$ cat src/rtl/mc_ctrl_pkg.sv
// ---------------------------------------------------------------------------
// mc_ctrl_pkg
// Shared definitions for the handshaked multicycle MIPS controller:
//   - opcode / funct encodings of the supported instructions
//   - FSM state encodings (FETCH=0 .. MEMWB=9, TRAP=A)
//   - ALUOp_*, NPC_*, EXT_*, GPRSel_*, WDSel_* datapath control constants
//   - is_imm_alu(): true for the I-type ALU instructions (ori/addi/lui)
// ALUOp_* constants are 3 bits wide; the top zero-extends them to ALUOP_W.
// ---------------------------------------------------------------------------
package mc_ctrl_pkg;

  // Opcodes (IR[31:26])
  localparam logic [5:0] OP_RTYPE = 6'h00;
  localparam logic [5:0] OP_J     = 6'h02;
  localparam logic [5:0] OP_JAL   = 6'h03;
  localparam logic [5:0] OP_BEQ   = 6'h04;
  localparam logic [5:0] OP_BNE   = 6'h05;
  localparam logic [5:0] OP_ADDI  = 6'h08;
  localparam logic [5:0] OP_ORI   = 6'h0D;
  localparam logic [5:0] OP_LUI   = 6'h0F;
  localparam logic [5:0] OP_LW    = 6'h23;
  localparam logic [5:0] OP_SW    = 6'h2B;

  // R-type funct codes (IR[5:0])
  localparam logic [5:0] FN_JR    = 6'h08;
  localparam logic [5:0] FN_ADDU  = 6'h21;
  localparam logic [5:0] FN_SUBU  = 6'h23;
  localparam logic [5:0] FN_AND   = 6'h24;
  localparam logic [5:0] FN_OR    = 6'h25;
  localparam logic [5:0] FN_SLT   = 6'h2A;

  // Controller states, exported on state_o for debug
  typedef enum logic [3:0] {
    S_FETCH  = 4'h0,
    S_DCD    = 4'h1,
    S_EXE    = 4'h2,
    S_WB     = 4'h3,
    S_MA     = 4'h4,
    S_MR     = 4'h5,
    S_MW     = 4'h6,
    S_BRANCH = 4'h7,
    S_JMP    = 4'h8,
    S_MEMWB  = 4'h9,
    S_TRAP   = 4'hA
  } state_e;

  // ALU operations
  localparam logic [2:0] ALUOp_ADDU = 3'd0;
  localparam logic [2:0] ALUOp_SUBU = 3'd1;
  localparam logic [2:0] ALUOp_AND  = 3'd2;
  localparam logic [2:0] ALUOp_OR   = 3'd3;
  localparam logic [2:0] ALUOp_SLT  = 3'd4;
  localparam logic [2:0] ALUOp_LUI  = 3'd5;

  // Next-PC source
  localparam logic [1:0] NPC_PC4    = 2'd0;
  localparam logic [1:0] NPC_BRANCH = 2'd1;
  localparam logic [1:0] NPC_JUMP   = 2'd2;
  localparam logic [1:0] NPC_REG    = 2'd3;

  // Immediate extension
  localparam logic [1:0] EXT_ZERO   = 2'd0;
  localparam logic [1:0] EXT_SIGNED = 2'd1;
  localparam logic [1:0] EXT_UPPER  = 2'd2;

  // Register-file write address select
  localparam logic [1:0] GPRSel_RD  = 2'd0;
  localparam logic [1:0] GPRSel_RT  = 2'd1;
  localparam logic [1:0] GPRSel_RA  = 2'd2;

  // Register-file write data select
  localparam logic [1:0] WDSel_ALU  = 2'd0;
  localparam logic [1:0] WDSel_MEM  = 2'd1;
  localparam logic [1:0] WDSel_PC   = 2'd2;

  // I-type instructions that go through EXE/WB with an immediate B operand
  function automatic logic is_imm_alu(input logic [5:0] op);
    return (op == OP_ORI) || (op == OP_ADDI) || (op == OP_LUI);
  endfunction

endpackage

$ cat src/rtl/mc_alu_dec.sv
// ---------------------------------------------------------------------------
// mc_alu_dec
// Combinational instruction decoder: maps op/funct to the ALU operation used
// in EXE and flags whether the instruction is one the controller supports.
// Ports:
//   op     in  6  IR[31:26]
//   funct  in  6  IR[5:0]
//   alu_op out 3  ALUOp_* (ADDU for instructions that do not use the ALU)
//   legal  out 1  1 = supported instruction
// ---------------------------------------------------------------------------
module mc_alu_dec
  import mc_ctrl_pkg::*;
(
  input  logic [5:0] op,
  input  logic [5:0] funct,
  output logic [2:0] alu_op,
  output logic       legal
);

  // Opcode / funct lookup
  always_comb begin
    alu_op = ALUOp_ADDU;
    legal  = 1'b0;
    case (op)
      OP_RTYPE: begin
        case (funct)
          FN_ADDU: begin alu_op = ALUOp_ADDU; legal = 1'b1; end
          FN_SUBU: begin alu_op = ALUOp_SUBU; legal = 1'b1; end
          FN_AND:  begin alu_op = ALUOp_AND;  legal = 1'b1; end
          FN_OR:   begin alu_op = ALUOp_OR;   legal = 1'b1; end
          FN_SLT:  begin alu_op = ALUOp_SLT;  legal = 1'b1; end
          FN_JR:   begin alu_op = ALUOp_ADDU; legal = 1'b1; end
          default: begin alu_op = ALUOp_ADDU; legal = 1'b0; end
        endcase
      end
      OP_ORI:  begin alu_op = ALUOp_OR;   legal = 1'b1; end
      OP_ADDI: begin alu_op = ALUOp_ADDU; legal = 1'b1; end
      OP_LUI:  begin alu_op = ALUOp_LUI;  legal = 1'b1; end
      OP_BEQ,
      OP_BNE:  begin alu_op = ALUOp_SUBU; legal = 1'b1; end
      OP_LW,
      OP_SW,
      OP_J,
      OP_JAL:  begin alu_op = ALUOp_ADDU; legal = 1'b1; end
      default: begin alu_op = ALUOp_ADDU; legal = 1'b0; end
    endcase
  end

endmodule

$ cat src/rtl/mc_ctrl_hs.sv
// ---------------------------------------------------------------------------
// mc_ctrl_hs
// Multicycle MIPS control FSM with instruction/data memory ready handshakes
// and a retired-instruction counter. Outputs are decoded combinationally from
// the current state (plus zero / imem_rdy / dmem_rdy).
// Parameters: ALUOP_W (alu_op width), CNT_W (retired_cnt width).
// Ports:
//   clk, rst               clock, synchronous active-high reset
//   zero                   ALU zero flag for beq/bne
//   op, funct              IR fields
//   imem_rdy, dmem_rdy     memory completion handshakes
//   imem_req, dmem_req     memory requests
//   pc_wr, ir_wr, rf_wr, dm_wr   datapath write enables
//   ext_op, alu_op, npc_op, gpr_sel, wd_sel, b_sel   datapath selects
//   state_o                current state (debug)
//   retired_cnt            completed instructions, wrapping
//   trap                   illegal-instruction pulse (only with MC_CTRL_TRAP_EN)
// Build option: define MC_CTRL_TRAP_EN to add the TRAP state and trap port;
// otherwise unsupported instructions return DCD -> FETCH silently.
// ---------------------------------------------------------------------------
module mc_ctrl_hs
  import mc_ctrl_pkg::*;
#(
  parameter int ALUOP_W = 5,
  parameter int CNT_W   = 32
) (
  input  logic               clk,
  input  logic               rst,
  input  logic               zero,
  input  logic [5:0]         op,
  input  logic [5:0]         funct,
  input  logic               imem_rdy,
  input  logic               dmem_rdy,
  output logic               imem_req,
  output logic               dmem_req,
  output logic               pc_wr,
  output logic               ir_wr,
  output logic               rf_wr,
  output logic               dm_wr,
  output logic [1:0]         ext_op,
  output logic [ALUOP_W-1:0] alu_op,
  output logic [1:0]         npc_op,
  output logic [1:0]         gpr_sel,
  output logic [1:0]         wd_sel,
  output logic               b_sel,
  output logic [3:0]         state_o,
  output logic [CNT_W-1:0]   retired_cnt
`ifdef MC_CTRL_TRAP_EN
  ,
  output logic               trap
`endif
);

  // Where DCD sends an unsupported instruction
`ifdef MC_CTRL_TRAP_EN
  localparam state_e ILLEGAL_NEXT = S_TRAP;
`else
  localparam state_e ILLEGAL_NEXT = S_FETCH;
`endif

  state_e           state_r;
  state_e           next_s;
  logic [CNT_W-1:0] cnt_r;
  logic             retire_s;
  logic [2:0]       dec_alu_s;
  logic             legal_s;
  logic             is_r_s;

  mc_alu_dec u_alu_dec (
    .op     (op),
    .funct  (funct),
    .alu_op (dec_alu_s),
    .legal  (legal_s)
  );

  assign is_r_s      = (op == OP_RTYPE);
  assign state_o     = state_r;
  assign retired_cnt = cnt_r;

  // State register and retired-instruction counter
  always_ff @(posedge clk) begin
    if (rst) begin
      state_r <= S_FETCH;
      cnt_r   <= {CNT_W{1'b0}};
    end else begin
      state_r <= next_s;
      if (retire_s) begin
        cnt_r <= cnt_r + CNT_W'(1);
      end
    end
  end

  // Next-state and datapath control decode
  always_comb begin
    next_s   = state_r;
    retire_s = 1'b0;
    imem_req = 1'b0;
    dmem_req = 1'b0;
    pc_wr    = 1'b0;
    ir_wr    = 1'b0;
    rf_wr    = 1'b0;
    dm_wr    = 1'b0;
    ext_op   = EXT_ZERO;
    alu_op   = ALUOP_W'(ALUOp_ADDU);
    npc_op   = NPC_PC4;
    gpr_sel  = GPRSel_RD;
    wd_sel   = WDSel_ALU;
    b_sel    = 1'b0;
`ifdef MC_CTRL_TRAP_EN
    trap     = 1'b0;
`endif
    case (state_r)
      S_FETCH: begin
        // PC+4 and IR load happen on the same edge the fetch completes
        imem_req = 1'b1;
        pc_wr    = imem_rdy;
        ir_wr    = imem_rdy;
        if (imem_rdy) begin
          next_s = S_DCD;
        end else begin
          next_s = S_FETCH;
        end
      end
      S_DCD: begin
        if (!legal_s) begin
          next_s = ILLEGAL_NEXT;
        end else begin
          case (op)
            OP_RTYPE: begin
              if (funct == FN_JR) begin
                next_s = S_JMP;
              end else begin
                next_s = S_EXE;
              end
            end
            OP_ORI, OP_ADDI, OP_LUI: next_s = S_EXE;
            OP_LW, OP_SW:            next_s = S_MA;
            OP_BEQ, OP_BNE:          next_s = S_BRANCH;
            OP_J, OP_JAL:            next_s = S_JMP;
            default:                 next_s = ILLEGAL_NEXT;
          endcase
        end
      end
      S_EXE: begin
        alu_op = ALUOP_W'(dec_alu_s);
        b_sel  = is_imm_alu(op);
        case (op)
          OP_ADDI: ext_op = EXT_SIGNED;
          OP_LUI:  ext_op = EXT_UPPER;
          default: ext_op = EXT_ZERO;
        endcase
        next_s = S_WB;
      end
      S_WB: begin
        rf_wr    = 1'b1;
        wd_sel   = WDSel_ALU;
        if (is_imm_alu(op)) begin
          gpr_sel = GPRSel_RT;
        end else begin
          gpr_sel = GPRSel_RD;
        end
        retire_s = 1'b1;
        next_s   = S_FETCH;
      end
      S_MA: begin
        ext_op = EXT_SIGNED;
        b_sel  = 1'b1;
        alu_op = ALUOP_W'(ALUOp_ADDU);
        if (op == OP_LW) begin
          next_s = S_MR;
        end else begin
          next_s = S_MW;
        end
      end
      S_MR: begin
        dmem_req = 1'b1;
        if (dmem_rdy) begin
          next_s = S_MEMWB;
        end else begin
          next_s = S_MR;
        end
      end
      S_MEMWB: begin
        rf_wr    = 1'b1;
        gpr_sel  = GPRSel_RT;
        wd_sel   = WDSel_MEM;
        retire_s = 1'b1;
        next_s   = S_FETCH;
      end
      S_MW: begin
        // Write strobe stays up for the whole access, including wait cycles
        dmem_req = 1'b1;
        dm_wr    = 1'b1;
        if (dmem_rdy) begin
          retire_s = 1'b1;
          next_s   = S_FETCH;
        end else begin
          next_s   = S_MW;
        end
      end
      S_BRANCH: begin
        npc_op = NPC_BRANCH;
        ext_op = EXT_SIGNED;
        alu_op = ALUOP_W'(ALUOp_SUBU);
        if (op == OP_BNE) begin
          pc_wr = ~zero;
        end else begin
          pc_wr = zero;
        end
        retire_s = 1'b1;
        next_s   = S_FETCH;
      end
      S_JMP: begin
        pc_wr = 1'b1;
        if (is_r_s) begin
          npc_op = NPC_REG;
        end else if (op == OP_JAL) begin
          npc_op  = NPC_JUMP;
          rf_wr   = 1'b1;
          gpr_sel = GPRSel_RA;
          wd_sel  = WDSel_PC;
        end else begin
          npc_op = NPC_JUMP;
        end
        retire_s = 1'b1;
        next_s   = S_FETCH;
      end
`ifdef MC_CTRL_TRAP_EN
      S_TRAP: begin
        trap   = 1'b1;
        next_s = S_FETCH;
      end
`endif
      default: begin
        next_s = S_FETCH;
      end
    endcase
  end

endmodule

$ cat config.mk
export PLATFORM = sky130hd
export DESIGN_NAME = mc_ctrl_hs
export DESIGN_NICKNAME = d
export VERILOG_FILES = /design/src/rtl/mc_ctrl_pkg.sv /design/src/rtl/mc_alu_dec.sv /design/src/rtl/mc_ctrl_hs.sv
export SDC_FILE = /design/constraint.sdc
export NUM_CORES = 1
export LEC_CHECK = 0
export BUFFER_PORTS_ARGS = -buffer_cell sky130_fd_sc_hd__buf_2
export CAP_MARGIN = 20
export CORE_MARGIN = 2
export CORE_UTILIZATION = 40
export CTS_BUF_LIST = sky130_fd_sc_hd__clkbuf_16
export DETAILED_ROUTE_END_ITERATION = 7
export HOLD_SLACK_MARGIN = 0.15
export PLACE_DENSITY = 0.67
export SYNTH_ARGS = -nofsm -noshare
export SYNTH_HDL_FRONTEND = slang
export SYNTH_SLANG_ARGS = --single-unit
$ cat constraint.sdc
create_clock -name clk -period 2.2 [get_ports clk]
set_input_delay 0.44 -clock clk [delete_from_list [all_inputs] [get_ports clk]]
set_output_delay 0.44 -clock clk [all_outputs]
set_load 0.005 [all_outputs]
==> results.cfg <==
[final_layout]
nNetsFinal = 405
drive_gt1_share_pct = 28.1
area_growth_pct = 31.6
diodes = 0

[global_route]
grt_pass1_wl_mm = 10.3
grt_usage_pct = 20.0
grt_overflow = 0
grt_antenna_before_repair = 0
grt_pass1_vias = 2245
grt_max_degree = 33

[clock_network]
cts_tree = yes
hold_buffers = 0
clockBufferDepth = 2
cts_max_level = 2
clock-sinks = 36
cts.clk_slew.worst_paths_ns = 0.06
cts_made_buffers = 5
clock_latency_ns = 0.28
cts-root-buf = clkbuf_16

[pwr]
leakagePower_nw = 1.17
vdd_ir_drop_max_v = 0.000434
power.density_nw_per_um2 = 532

[floorplanning]
fp.coreArea_um2 = 5470
rows = 27
ios = 73
start_util_pct = 41.4
die_h_um = 79.2
die_w_um = 79.2
die_area_um2 = 6280

[sta]
final_max_slew_viol_count = 0
final.setup.worst_slack_ns = 0.0813
min_period_ns = 2.12
final_hold_viol_count = 0
finalCritPeriodShare_pct = 96.3
fin_tns_setup_ns = 0
whs_ns = 0.485
fin_skew_ns = 0.00510
setup_viol = 0
fmax_mhz = 472

[route]
drt-pass1-iter-count = 5
drt-initial-drc-count = 141
vias = 2557
vias_per_cell = 5.56
wl_per_cell_um = 13.8
ant_nets = 0
drcViolationCount = 0
routed_wl_mm = 6.33

[placement]
gp_congestion = 0.918
port_buffers = 70
preCtsSetupSlack_ns = 0.0908
hpwl_mm = 4.66

[setup_path]
rr_worst_depth = 7
timing.rr.end = retired_cnt[29]
required_ns = 1.76
critPathLaunchType = input pin
crit-reg2reg-launch = state_o[3]
arrival_ns = 1.68
crit_fanout = 7
crit_start = op[1]
r2r_setup_slack_ns = 0.16
slowest_delay_ns = 0.23
criticalPathCategory = input pin to output pin
crit_top_cell = buf_2
end_kind = output pin
worstSetupEndpoint = pc_wr
crit_chain = buf_2 > buf_4 > nor2_1 > and3_1 > nand2_1 > xor2_1 > o21ai_0 > buf_2
cpMaxStageDelayCell = nor2_1

[yosys]
synthArstFlopShare_pct = 0
seq_area_frac_synth_pct = 31.8
synth_ff_type = dfxtp_1
synth.top_cell.area_share_pct = 31.8
synth_cells = 308
synth-seq-cells = 36
yosysUniqueCellTypes = 48
avgSynthCellArea_um2 = 7.35
synth_area_um2 = 2260
synth_top_cell_by_area = dfxtp_1
yosysWarningCount = 0
synth_top_cells_by_area = dfxtp_1, a21oi_1, nor2_1
synth_edf_count = 0

[hold_path]
hold_class = register to register
holdPathStages = 2

[flow_run]
drv_cap = 0

[outcome]
run_status = finished, final reports clean
## worst min path at each step
stage	start	endpoint
after floorplan	retired_cnt[31]	retired_cnt[31]
after global placement	retired_cnt[31]	retired_cnt[31]
after detailed placement	retired_cnt[31]	retired_cnt[31]
after CTS	retired_cnt[31]	retired_cnt[31]
after global routing	retired_cnt[1]	retired_cnt[1]
final	retired_cnt[31]	retired_cnt[31]
## worst max-delay path: cells and delay by family
kind | cells | cell delay [ns]
simple gates | 3 | 0.54
buf+inv | 3 | 0.43
compound gates | 1 | 0.15
xor+xnor | 1 | 0.13
## final cells by class
| class | count | area (um^2) |
|---|---|---|
| well taps | 72 | 90.1 |
| multi-input cells | 246 | 1470 |
| repair buffers | 89 | 493 |
| inverters | 9 | 33.8 |
| clock inverters | 3 | 42.5 |
| fillers | 538 | 2490 |
| clock buffers | 5 | 125 |
| flip-flops and latches | 36 | 721 |
## cells by family after synthesis
logic type,count (synthesis),synth area share (%)
and+or+nand+nor,158,37.4
adders and majority gates,1,0.553
AOI/OAI and AO/OA,70,19.3
DFF,36,31.8
buffers and inverters,27,4.97
xor gates and xnor gates,15,5.80
other,1,0.166
## synth_stat cells, types with 2 or more instances
cell,number
dfxtp_1,36
nor2_1,31
nand2_1,29
a21oi_1,27
o21ai_0,16
nand4_1,13
nand3_1,12
nor3_1,11
or3_1,11
or4_1,11
clkbuf_1,10
nand2b_1,10
inv_1,9
o31ai_1,9
nor4_1,8
xor2_1,8
xnor2_1,7
and2_1,6
nand3b_1,5
and3_1,3
buf_1,3
buf_2,3
a32oi_1,2
buf_4,2
o21a_1,2
o21bai_1,2
## layer usage
| metal | up-vias | routed length [um] | share of wire [%] | global-route usage (%) |
|---|---|---|---|---|
| met4 | 0 | 74 | 1.2 | 5.17 |
| li1 | 1288 | - | - | - |
| met1 | 1197 | 3020 | 48 | 27.5 |
| met5 | - | 0 | 0 | 0 |
| met2 | 64 | 2970 | 47 | 32.0 |
| met3 | 8 | 261 | 4.1 | 3.75 |
## flip-flops by register name, summed over array words and instances, names as in the netlist
register and count:
retired_cnt 32, state_o 4
## repair_timing
action | in CTS | in global routing
endpoints found under the hold margin | 0 | 0
gates cloned | 0 | 0
buffers inserted | 0 | 1
pin swaps | 0 | 2
gates resized for setup | 1 | 6
setup endpoints to repair | 1 | 3
## report_power, final
part / switching, mW / total [mW] / internal, mW / leakage [nW]
Combinational: 0.0740 / 0.122 / 0.0479 / 0.798
Sequential: 0.00124 / 0.655 / 0.654 / 0.290
Clock: 0.274 / 0.806 / 0.532 / 0.0798
Total: 0.350 / 1.58 / 1.23 / 1.17
## placed cells by master, fill, tap and decap left out, drive strengths merged, types with 11 or more instances in the layout
cell type  count
a21oi         27
o21ai         16
buf           89
nand2         29
nor3          11
nor2          31
or3           11
dfxtp         36
or4           11
nand4         13
nand3         12
## metrics by stage
step	cell area (um^2)	std cells	util (%)	total power [mW]
floorplan	2270	309	-	0.738
global placement	2770	451	50.6	0.787
detailed placement	2770	451	50.6	0.787
CTS	2940	459	53.8	1.59
global route	2980	460	54.4	1.63
finish	2980	460	54.4	1.58
Note: power is estimated with default switching activity, not from simulation.
